[config.mk]
export PLATFORM = sky130hd
export DESIGN_NAME = vend_sequencer
export DESIGN_NICKNAME = d
export VERILOG_FILES = /design/src/rtl/vend_pkg.sv /design/src/rtl/vend_price_sel.sv /design/src/rtl/vend_sequencer.sv
export SDC_FILE = /design/constraint.sdc
export NUM_CORES = 1
export LEC_CHECK = 0
export CORE_MARGIN = 3
export CORE_UTILIZATION = 50
export DETAILED_ROUTE_END_ITERATION = 16
export PLACE_DENSITY = 0.73
export SYNTH_ARGS = -nofsm -noshare
export SYNTH_HDL_FRONTEND = slang
export SYNTH_SLANG_ARGS = --single-unit
[constraint.sdc]
create_clock -name clk -period 3 [get_ports clk]
set_input_delay 0.75 -clock clk [delete_from_list [all_inputs] [get_ports clk]]
set_output_delay 0.75 -clock clk [all_outputs]
set_load 0.05 [all_outputs]
[src/rtl/vend_pkg.sv]
// Shared definitions for the vending transaction controller and its neighbours.
// Holds the controller state encoding, coin values and the default beverage
// prices. The beverage dispenser reuses the same price constants.
package vend_pkg;

  typedef enum logic [1:0] {
    IDLE,
    CREDIT,
    VEND,
    CHANGE
  } vend_state_e;

  localparam int COIN_QUARTER = 25;
  localparam int COIN_DIME    = 10;
  localparam int COIN_NICKEL  = 5;

  localparam int DEF_PRICE1 = 75;
  localparam int DEF_PRICE2 = 100;
  localparam int DEF_PRICE3 = 125;
  localparam int DEF_PRICE4 = 150;

  // Total value of the coins presented in one cycle (at most 40 cents).
  function automatic logic [5:0] coinSum(input logic q, input logic d, input logic n);
    coinSum = (q ? 6'(COIN_QUARTER) : 6'd0)
            + (d ? 6'(COIN_DIME)    : 6'd0)
            + (n ? 6'(COIN_NICKEL)  : 6'd0);
  endfunction

endpackage

[src/rtl/vend_price_sel.sv]
// Combinational select arbiter and price check for the vending controller.
// The lowest-numbered pressed button wins. Its price is muxed out and
// compared against the current credit.
module vend_price_sel
  import vend_pkg::*;
#(
  parameter int CREDIT_W = 10,
  parameter int PRICE1   = DEF_PRICE1,
  parameter int PRICE2   = DEF_PRICE2,
  parameter int PRICE3   = DEF_PRICE3,
  parameter int PRICE4   = DEF_PRICE4
) (
  input  logic [3:0]          i_sel,
  input  logic [CREDIT_W-1:0] i_credit,
  output logic                o_anySel,
  output logic [3:0]          o_grant,
  output logic [CREDIT_W-1:0] o_price,
  output logic                o_enough
);

  assign o_anySel = |i_sel;
  assign o_grant  = i_sel & (~i_sel + 4'd1);

  // Price of the granted beverage; zero when nothing is pressed.
  always_comb begin
    o_price = '0;
    case (o_grant)
      4'b0001: o_price = CREDIT_W'(PRICE1);
      4'b0010: o_price = CREDIT_W'(PRICE2);
      4'b0100: o_price = CREDIT_W'(PRICE3);
      4'b1000: o_price = CREDIT_W'(PRICE4);
      default: o_price = '0;
    endcase
  end

  assign o_enough = o_anySel && (i_credit >= o_price);

endmodule

[src/rtl/vend_sequencer.sv]
// Vending transaction controller: coin credit accumulation, beverage select,
// dispense strobe and change/refund handshake with the coin dispenser.
// Optional build macro VEND_TIMEOUT_EN adds an inactivity auto-refund after
// TIMEOUT_CYC idle cycles in CREDIT; without it credit is held indefinitely.
module vend_sequencer
  import vend_pkg::*;
#(
  parameter int CREDIT_W    = 10,
  parameter int MAX_CREDIT  = 500,
  parameter int PRICE1      = DEF_PRICE1,
  parameter int PRICE2      = DEF_PRICE2,
  parameter int PRICE3      = DEF_PRICE3,
  parameter int PRICE4      = DEF_PRICE4,
  parameter int TIMEOUT_CYC = 1000000
) (
  input  logic                clk,
  input  logic                rst,
  input  logic                in_quarter,
  input  logic                in_dime,
  input  logic                in_nickel,
  input  logic [3:0]          sel,
  input  logic                cancel,
  input  logic                chg_done,
  output logic [CREDIT_W-1:0] credit,
  output logic [3:0]          vend,
  output logic                chg_req,
  output logic [CREDIT_W-1:0] chg_amt,
  output logic                coin_reject,
  output logic                short_funds,
  output logic                busy
);

  if (MAX_CREDIT >= (1 << CREDIT_W)) begin : g_chkMaxCredit
    $error("vend_sequencer: MAX_CREDIT must be below 2**CREDIT_W");
  end

  if (TIMEOUT_CYC < 1) begin : g_chkTimeout
    $error("vend_sequencer: TIMEOUT_CYC must be at least 1");
  end

  vend_state_e         r_state;
  logic [CREDIT_W-1:0] r_credit;
  logic [CREDIT_W-1:0] r_price;
  logic [3:0]          r_vend;
  logic                r_chgReq;
  logic [CREDIT_W-1:0] r_chgAmt;
  logic                r_coinReject;
  logic                r_shortFunds;
  logic                r_busy;

  logic [5:0]          w_coin;
  logic                w_coinSeen;
  logic [CREDIT_W:0]   w_total;
  logic                w_fits;
  logic [CREDIT_W-1:0] w_nextCredit;
  logic                w_coinRefused;
  logic [CREDIT_W-1:0] w_remain;
  logic                w_anySel;
  logic [3:0]          w_grant;
  logic [CREDIT_W-1:0] w_price;
  logic                w_enough;
  logic                w_timeout;
  logic                w_cancel;

  // One extra bit on the sum so an over-limit total cannot wrap past the check.
  assign w_coin        = coinSum(in_quarter, in_dime, in_nickel);
  assign w_coinSeen    = in_quarter | in_dime | in_nickel;
  assign w_total       = {1'b0, r_credit} + (CREDIT_W+1)'(w_coin);
  assign w_fits        = (w_total <= (CREDIT_W+1)'(MAX_CREDIT));
  assign w_nextCredit  = w_fits ? w_total[CREDIT_W-1:0] : r_credit;
  assign w_coinRefused = w_coinSeen & ~w_fits;
  assign w_remain      = r_credit - r_price;
  assign w_cancel      = cancel | w_timeout;

  vend_price_sel #(
    .CREDIT_W (CREDIT_W),
    .PRICE1   (PRICE1),
    .PRICE2   (PRICE2),
    .PRICE3   (PRICE3),
    .PRICE4   (PRICE4)
  ) u_priceSel (
    .i_sel    (sel),
    .i_credit (r_credit),
    .o_anySel (w_anySel),
    .o_grant  (w_grant),
    .o_price  (w_price),
    .o_enough (w_enough)
  );

`ifdef VEND_TIMEOUT_EN
  localparam int TO_W = $clog2(TIMEOUT_CYC + 1);

  logic [TO_W-1:0] r_idleCnt;

  // Count idle cycles in CREDIT; any coin or button press restarts the count.
  always_ff @(posedge clk or posedge rst) begin
    if (rst) begin
      r_idleCnt <= '0;
    end else if ((r_state != CREDIT) || w_coinSeen || (|sel)) begin
      r_idleCnt <= '0;
    end else if (!w_timeout) begin
      r_idleCnt <= r_idleCnt + 1'b1;
    end
  end

  assign w_timeout = (r_state == CREDIT) && (r_idleCnt == TO_W'(TIMEOUT_CYC));
`else
  assign w_timeout = 1'b0;
`endif

  // Transaction FSM with credit register and all registered outputs.
  always_ff @(posedge clk or posedge rst) begin
    if (rst) begin
      r_state      <= IDLE;
      r_credit     <= '0;
      r_price      <= '0;
      r_vend       <= '0;
      r_chgReq     <= 1'b0;
      r_chgAmt     <= '0;
      r_coinReject <= 1'b0;
      r_shortFunds <= 1'b0;
      r_busy       <= 1'b0;
    end else begin
      r_vend       <= '0;
      r_coinReject <= 1'b0;
      r_shortFunds <= 1'b0;
      case (r_state)
        IDLE: begin
          if (w_coinSeen) begin
            if (w_fits) begin
              r_credit <= w_total[CREDIT_W-1:0];
              r_state  <= CREDIT;
            end else begin
              r_coinReject <= 1'b1;
            end
          end
        end
        CREDIT: begin
          if (w_cancel) begin
            r_credit     <= w_nextCredit;
            r_chgAmt     <= w_nextCredit;
            r_chgReq     <= 1'b1;
            r_busy       <= 1'b1;
            r_coinReject <= w_coinRefused;
            r_state      <= CHANGE;
          end else if (w_enough) begin
            r_vend       <= w_grant;
            r_price      <= w_price;
            r_busy       <= 1'b1;
            r_coinReject <= w_coinSeen;
            r_state      <= VEND;
          end else begin
            r_credit     <= w_nextCredit;
            r_coinReject <= w_coinRefused;
            r_shortFunds <= w_anySel;
          end
        end
        VEND: begin
          r_coinReject <= w_coinSeen;
          r_credit     <= w_remain;
          if (w_remain != '0) begin
            r_chgReq <= 1'b1;
            r_chgAmt <= w_remain;
            r_state  <= CHANGE;
          end else begin
            r_busy  <= 1'b0;
            r_state <= IDLE;
          end
        end
        CHANGE: begin
          r_coinReject <= w_coinSeen;
          if (chg_done) begin
            r_chgReq <= 1'b0;
            r_chgAmt <= '0;
            r_credit <= '0;
            r_busy   <= 1'b0;
            r_state  <= IDLE;
          end
        end
        default: begin
          r_state <= IDLE;
        end
      endcase
    end
  end

  assign credit      = r_credit;
  assign vend        = r_vend;
  assign chg_req     = r_chgReq;
  assign chg_amt     = r_chgAmt;
  assign coin_reject = r_coinReject;
  assign short_funds = r_shortFunds;
  assign busy        = r_busy;

endmodule

## Yosys cells after proc, flatten, opt, wreduce, memory -nomap -nowiden

Index checks and enable logic that the tools add are counted.

| operators by class | value |
|---|---|
| mux-type cells | 39 |
| $add $sub $neg | 5 |
| order comparisons | 2 |
| bitwise logic cells | 7 |
| reduce and logical (&&, ||, !) cells | 11 |
| eq/ne operators | 15 |

Operators by type and width:

| cell | number |
|---|---|
| $mux W10 | 7 |
| $pmux W10 S4 | 1 |
| $pmux W8 S4 | 1 |
| $pmux W10 S3 | 1 |
| $mux W4 | 4 |
| $mux W1 | 13 |
| $mux W2 | 6 |
| $ne A2 B2 Y1 const B | 6 |
| $reduce_and A4 Y1 | 3 |
| $add A10 B6 Y11 | 1 |
| $le A11 B9 Y1 const B | 1 |
| $ge A10 B8 Y1 | 1 |
| $reduce_bool A10 Y1 | 1 |
| $sub A10 B10 Y10 | 1 |
| $pmux W1 S3 | 3 |
| $pmux W2 S4 | 1 |
| $add A5 B4 Y6 | 1 |
| $add A6 B3 Y6 | 1 |
| $reduce_and A3 Y1 | 2 |
| $mux W5 | 1 |
| $add A4 B1 Y4 const B | 1 |
| $and A4 B4 Y4 | 1 |
| $eq A2 B2 Y1 const B | 2 |
| $eq A4 B1 Y1 const B | 1 |
| 16 further kinds | 18 |

| storage, ports and cells | value |
|---|---|
| output and inout bits | 28 |
| logic and storage cells | 88 |
| register bits | 40 |
| input port bits | 11 |

## Depth between registers and ports, before layout

| logic depth | value |
|---|---|
| word-level depth | 10 |
| depth in mapped cells | 15 |
| gate-level depth less buffers | 14 |

## By module

From an unflattened synthesis, not the netlist that was laid out.

| unflattened totals | value |
|---|---|
| cell total of the unflattened synthesis | 349 |
| area total of the unflattened synthesis | 3123.0 um^2 |

By module, submodules not included:

| module | cells each | seq. area each (um^2) | instances | area an instance (um^2) |
|---|---|---|---|---|
| vend_sequencer | 305 | 1001.0 | 1 | 2800.2 |
| vend_price_sel | 44 | 0.0 | 1 | 322.8 |

## Least setup slack after synthesis

OpenSTA, ideal clock, no wires.

| timing path | value |
|---|---|
| path type | input -> register |
| start point | input in_quarter |
| end point | register r_chgAmt[3] (netlist: chg_amt[3]) |
| buffers on the path | 1 |
| required time | 2.875 ns |
| slack | -0.513 ns |
| arrival | 3.388 ns |
| stages | 14 |
| library setup time | 0.125 ns |
| cell sequence | inv_1 fa_1 inv_1 ha_1 inv_1 fa_1 nand2b_1 a211oi_2 nand4b_1 o22ai_2 o21ai_1 buf_2 a221o_1 mux2_4 |

| between the ends | value |
|---|---|
| longest elaborated chain between the ends | 8 |

Ends and longest elaborated chain:

| what | line | RTL |
|---|---|---|
| start: declaration | vend_sequencer.sv:18 | `input logic in_quarter,` |
| $mux W5 (*) | vend_pkg.sv:24 | `coinSum = (q ? 6'(COIN_QUARTER) : 6'd0)` |
| $add A5 B4 Y6 (*) | vend_pkg.sv:25 | `+ (d ? 6'(COIN_DIME) : 6'd0)` |
| $add A6 B3 Y6 (*) | vend_pkg.sv:26 | `+ (n ? 6'(COIN_NICKEL) : 6'd0);` |
| $add A10 B6 Y11 (*) | vend_sequencer.sv:68 | `assign w_total = {1'b0, r_credit} + (CREDIT_W+1)'(w_coin);` |
| $le A11 B9 Y1 | vend_sequencer.sv:69 | `assign w_fits = (w_total <= (CREDIT_W+1)'(MAX_CREDIT));` |
| $mux W10 (*) | -- |  |
| $mux W10 (*) | vend_sequencer.sv:139 | `if (w_cancel) begin` |
| $pmux W10 S3 (*) | vend_sequencer.sv:127 | `case (r_state)` |
| end signal: assignment | vend_sequencer.sv:141 | `r_chgAmt <= w_nextCredit;` |
| end signal: assignment | vend_sequencer.sv:163 | `r_chgAmt <= w_remain;` |
| end: declaration | vend_sequencer.sv:46 | `logic [CREDIT_W-1:0] r_chgAmt;` |

Mark *: on every way between the ends. The rest lies on a longest branch, timed or not. The select of a mux whose other input is x is not followed.
A chain may end at the register's enable or synchronous reset.

## Worst setup path in the final report

| timing path | value |
|---|---|
| start point | input in_quarter |
| end point | register r_credit[3] (netlist: credit[3]) |

| between the ends | value |
|---|---|
| longest elaborated chain between the ends | 9 |
| elaborated cells on any way between the ends | 14 |
| classes of those cells | add/sub: 3; order compare: 1; eq/ne: 1; mux: 6; bitwise: 2; reduce/logical: 1 |

Ends and longest elaborated chain:

| what | line | RTL |
|---|---|---|
| $mux W5 | vend_pkg.sv:24 |  |
| $add A5 B4 Y6 | vend_pkg.sv:25 |  |
| $add A6 B3 Y6 | vend_pkg.sv:26 |  |
| $add A10 B6 Y11 | vend_sequencer.sv:68 |  |
| $le A11 B9 Y1 | vend_sequencer.sv:69 |  |
| $mux W10 | vend_sequencer.sv:130 | `if (w_fits) begin` |
| $mux W10 | vend_sequencer.sv:146 | `end else if (w_enough) begin` |
| $mux W10 | vend_sequencer.sv:139 |  |
| $pmux W10 S4 | vend_sequencer.sv:127 |  |
| end signal: assignment | vend_sequencer.sv:131 | `r_credit <= w_total[CREDIT_W-1:0];` |
| end signal: assignment | vend_sequencer.sv:140 | `r_credit <= w_nextCredit;` |
| end signal: assignment | vend_sequencer.sv:153 | `r_credit <= w_nextCredit;` |
| end: declaration | vend_sequencer.sv:42 | `logic [CREDIT_W-1:0] r_credit;` |

Parallel ways exist; a longest one is shown, timed or not. The select of a mux whose other input is x is not followed.

==> metrics.sh <==
RESULT_OF_THE_RUN='complete, but fails checks'
VIOLATED_CHECKS='negative setup slack'
PORT-BUFFER-COUNT=38
DRV_SLEW=0
GRT_MAX_DEGREE=38
R2R_CELLS=15
SETUP_TOTAL_NEGATIVE_SLACK_NS=-5.06
CRITICAL_PATH.ENDPOINT='credit[3]$_DFFE_PP0P_'
WIRELENGTH_MM=8.48
DIE_H_UM=80.1
CTS_SINKS=37
WORST-R2R-SETUP-SLACK_NS=-0.19
FINALWORSTSETUPSLACK_NS=-0.348
SYNTH.TOP_CELLS.BY_AREA='dfrtp_1 34%, ha_1 11%, inv_1 3.8%'
SYNTH.DISTINCT_CELLS=55
LAYOUT_NET_COUNT=435
H-TREE-DEPTH=2
ROUTE.DETAILED.DRC=0
YS_FF_LATCH=37
SYNTHMOSTINSTANTIATEDCELL='dfrtp_1'
CP_SLOWEST_STAGE_DELAY_NS=0.37
OVERFLOW=0
CTS_ROOT_BUF='clkbuf_8'
HOLD_VIOL=0
CORE.ROWCOUNT=26
SYNTH_COMMON_CELLS='37 x dfrtp_1, 28 x inv_1, 25 x ha_1, 22 x nor2_1, 17 x o21ai_0'
VIASPERCELL=5.72
TIMING.CRITICAL_PATH.MAX_DELAY_FAMILY='adder cells'
CTS_HOLD_BUFFERS=0
SYNTH_SEQUENTIAL_AREA_RATIO_PCT=33.7
POST_SYNTH.CELL_AREA_AVG_UM2=9.45
CLK_PIN_SLEW_WORST_PATHS_NS=0.07
NUMBER_OF_CLOCK_BUFFERS_INSERTED_BY_TRITONCTS=5
GP_CONGESTION=0.851
TOP_CELL_TYPE_BY_TOTAL_AREA_AFTER_SYNTHESIS='dfrtp_1'
MAXSLEWHEADROOM_PCT=44.3
INITIAL_UTILIZATION_PCT=52.8
SYNTH_TOP_AREA_SHARE_PCT=33.7
CRIT_BUF_INV=5
CLKLATENCYLATEPIN_NS=0.30
ANTENNA_LEFT=0
FRACTION_OF_FINAL_LAYOUT_CELLS_SIZED_BEYOND_DRIVE_STRENGTH_1_PCT=34.8
NUM-FILL-CELLS=317
START_KIND='primary input'
WORST-ENDPOINT-REQUIRED_NS=3.18
GRT_UTIL_ALL_LAYERS_PCT=27.2
SYNTH_CELLS=291
CRIT_TYPE='primary input to register'
CLOCKBUFFERDEPTH=2
SYNTH.CELL_AREA_MM2=0.00275
DIE_AREA_MM2=0.00642
CRITICAL_PATH.STARTPOINT='in_quarter'
GRT_SETUP_UNREPAIRED='yes'
POST_SYNTH_EDFFS=0
POST-DP-HPWL_MM=5.48
GRT_FIRST_PASS_WIRELENGTH_MM=13.4
MIN_PERIOD_NS=3.35
DRT-WIRELENGTH-PER-CELL_UM=18.2
VIA_COUNT=2666
CRITICAL_PATH.ENDPOINT_TYPE='register'
CRITICAL_PATH_CELL_COUNT=16
MIN_FROM='r_price[4]$_DFFE_PP0P_'
TRITONCTS='built'
PLACEABLECOREAREA_MM2=0.00520
CP.ARRIVAL_NS=3.53
GRT_ANTENNA_BEFORE_REPAIR=0
CP_SLOWEST_CELL='fa_2'
YS_ASYNC_SR_FRACTION_PCT=100
WORSTREG2REGSTART='credit[0]$_DFFE_PP0P_'
SETUP_VIOL_COUNT_FINAL=23
WORST_HOLD_PATH_TYPE='register to register'
DRT_ITER0_DRC=211
MAX-CAP-VIOLATIONS=0
PERIOD_SHARE_PCT=112
IOS=39
CRIT_FANOUT=5
FINAL.SETUP_SKEW_NS=0.00574
AREAGROWTHSYNTHTOFINISH_PCT=48.7
DIODE_INSERTION_COUNT_FOR_ANTENNA_REPAIR=0
DETAIL_ROUTE.FIRST_PASS.ITERATIONS=4
MAXCLOCKFREQUENCY_GHz=0.299
DOMINANTREGCELLSYNTH='dfrtp_1'
CRIT-REG2REG-CAPTURE='chg_amt[3]$_DFFE_PP0P_'
YOSYSWARNINGCOUNT=0
CRIT_CHAIN='buf_8 -> inv_4 -> fa_2 -> inv_2 -> ha_4 -> inv_2 -> fa_2 -> buf_4 -> xor2_2 -> o21ai_2 -> and3_1 -> nand3_2 -> o21ai_4 -> nor3_1 -> a221o_1 -> mux2_2'
SYNTH_NETS=331
DIE_WIDTH_UM=80.1
GRT_PASS1_VIAS=2788
WORST-SLEW-PIN-TRANSITION_NS=0.835
## worst min-delay path by stage
stage / cells past startpoint / slack, ns / endpoint
4_1_cts: 2 / 0.49 / r_price[4]$_DFFE_PP0P_
5_1_grt: 1 / 0.52 / r_price[7]$_DFFE_PP0P_
2_1_floorplan: 1 / 0.45 / r_price[7]$_DFFE_PP0P_
6_report: 2 / 0.49 / r_price[4]$_DFFE_PP0P_
3_3_place_gp: 1 / 0.46 / r_price[7]$_DFFE_PP0P_
3_5_place_dp: 2 / 0.47 / r_price[4]$_DFFE_PP0P_
## cell families after synthesis
| kind of cell | Yosys count | synth area share (%) |
|---|---|---|
| xor gates and xnor gates | 14 | 4.46 |
| muxes | 21 | 9.19 |
| adders and majority gates | 29 | 14.3 |
| buffers and inverters | 37 | 5.42 |
| and+or+nand+nor | 78 | 14.2 |
| AOI/OAI and AO/OA | 75 | 18.8 |
| DFF | 37 | 33.7 |
## area by class of cell
type / instances / area [um^2] / share of cell area [%]
clock buffers: 8 / 80.1 / 1.96
inverters: 28 / 115 / 2.82
multi-input cells: 218 / 1930 / 47.1
flip-flops and latches: 37 / 927 / 22.7
well taps: 70 / 87.6 / 2.14
repair buffers: 105 / 951 / 23.3
## metrics by stage
| step | util, % | hold slack [ns] | instance area (um^2) | std cells | setup slack, ns |
|---|---|---|---|---|---|
| after floorplan | - | 0.450 | 2800 | 291 | -0.445 |
| after global placement | 70.2 | 0.463 | 3660 | 445 | -1.12 |
| after detailed placement | 70.2 | 0.470 | 3660 | 445 | -1.19 |
| after CTS | 76.5 | 0.488 | 3980 | 463 | -0.228 |
| after global routing | 78.5 | 0.524 | 4090 | 466 | -0.461 |
| final | 78.5 | 0.485 | 4090 | 466 | -0.348 |
## placed cells by master, fill, tap and decap left out, drive strengths merged, types with 4 or more instances in the layout
| cell type | count |
|---|---|
| buf | 69 |
| dfrtp | 37 |
| clkdlybuf4s50 | 32 |
| inv | 28 |
| ha | 25 |
| o21ai | 23 |
| nor2 | 22 |
| a21oi | 17 |
| mux2 | 16 |
| nand2 | 15 |
| nor2b | 9 |
| xnor2 | 8 |
| clkbuf | 8 |
| nand2b | 7 |
| nand3 | 7 |
| xor2 | 6 |
| nor3 | 6 |
| a21o | 5 |
| mux2i | 5 |
| and3 | 4 |
| fa | 4 |
## sequential cells by signal, indices dropped and copies added, names as in the netlist
| register | cells |
|---|---|
| r_state | 2 |
| short_funds | 1 |
| busy | 1 |
| credit | 10 |
| chg_amt | 10 |
| vend | 4 |
| chg_req | 1 |
| r_price | 7 |
| coin_reject | 1 |
## routing by layer
layer	part of all wire, %	wire length (um)	vias to the layer above	global-route usage [%]
met5	0	0	-	0
met4	3.5	300	0	10.1
li1	-	-	1242	-
met1	41	3440	1287	34.4
met3	6.6	558	34	3.92
met2	49	4180	103	46.8
## timing repair
| action | 4_1_cts | 5_1_grt |
|---|---|---|
| setup buffers | 8 | 3 |
| resized for setup | 52 | 19 |
| cloned | 2 | 0 |
| endpoints found under the setup margin | 36 | 33 |
| pin swaps | 25 | 5 |
| hold endpoints to repair | 0 | 0 |
## worst register-to-register path, stage by stage (launching register included)
cell,delay [ns]
dfrtp_2,0.41
inv_2,0.07
buf_4,0.11
ha_1,0.15
inv_1,0.05
fa_2,0.36
buf_4,0.16
a21o_1,0.18
a21oi_2,0.19
xnor2_2,0.16
nand4_1,0.14
nor2_2,0.16
nand4_1,0.25
nand3_2,0.22
buf_12,0.15
mux2_4,0.30
Power is not shown: default switching activity piles up to over one toggle a cycle in this logic, so the estimate is an artifact.
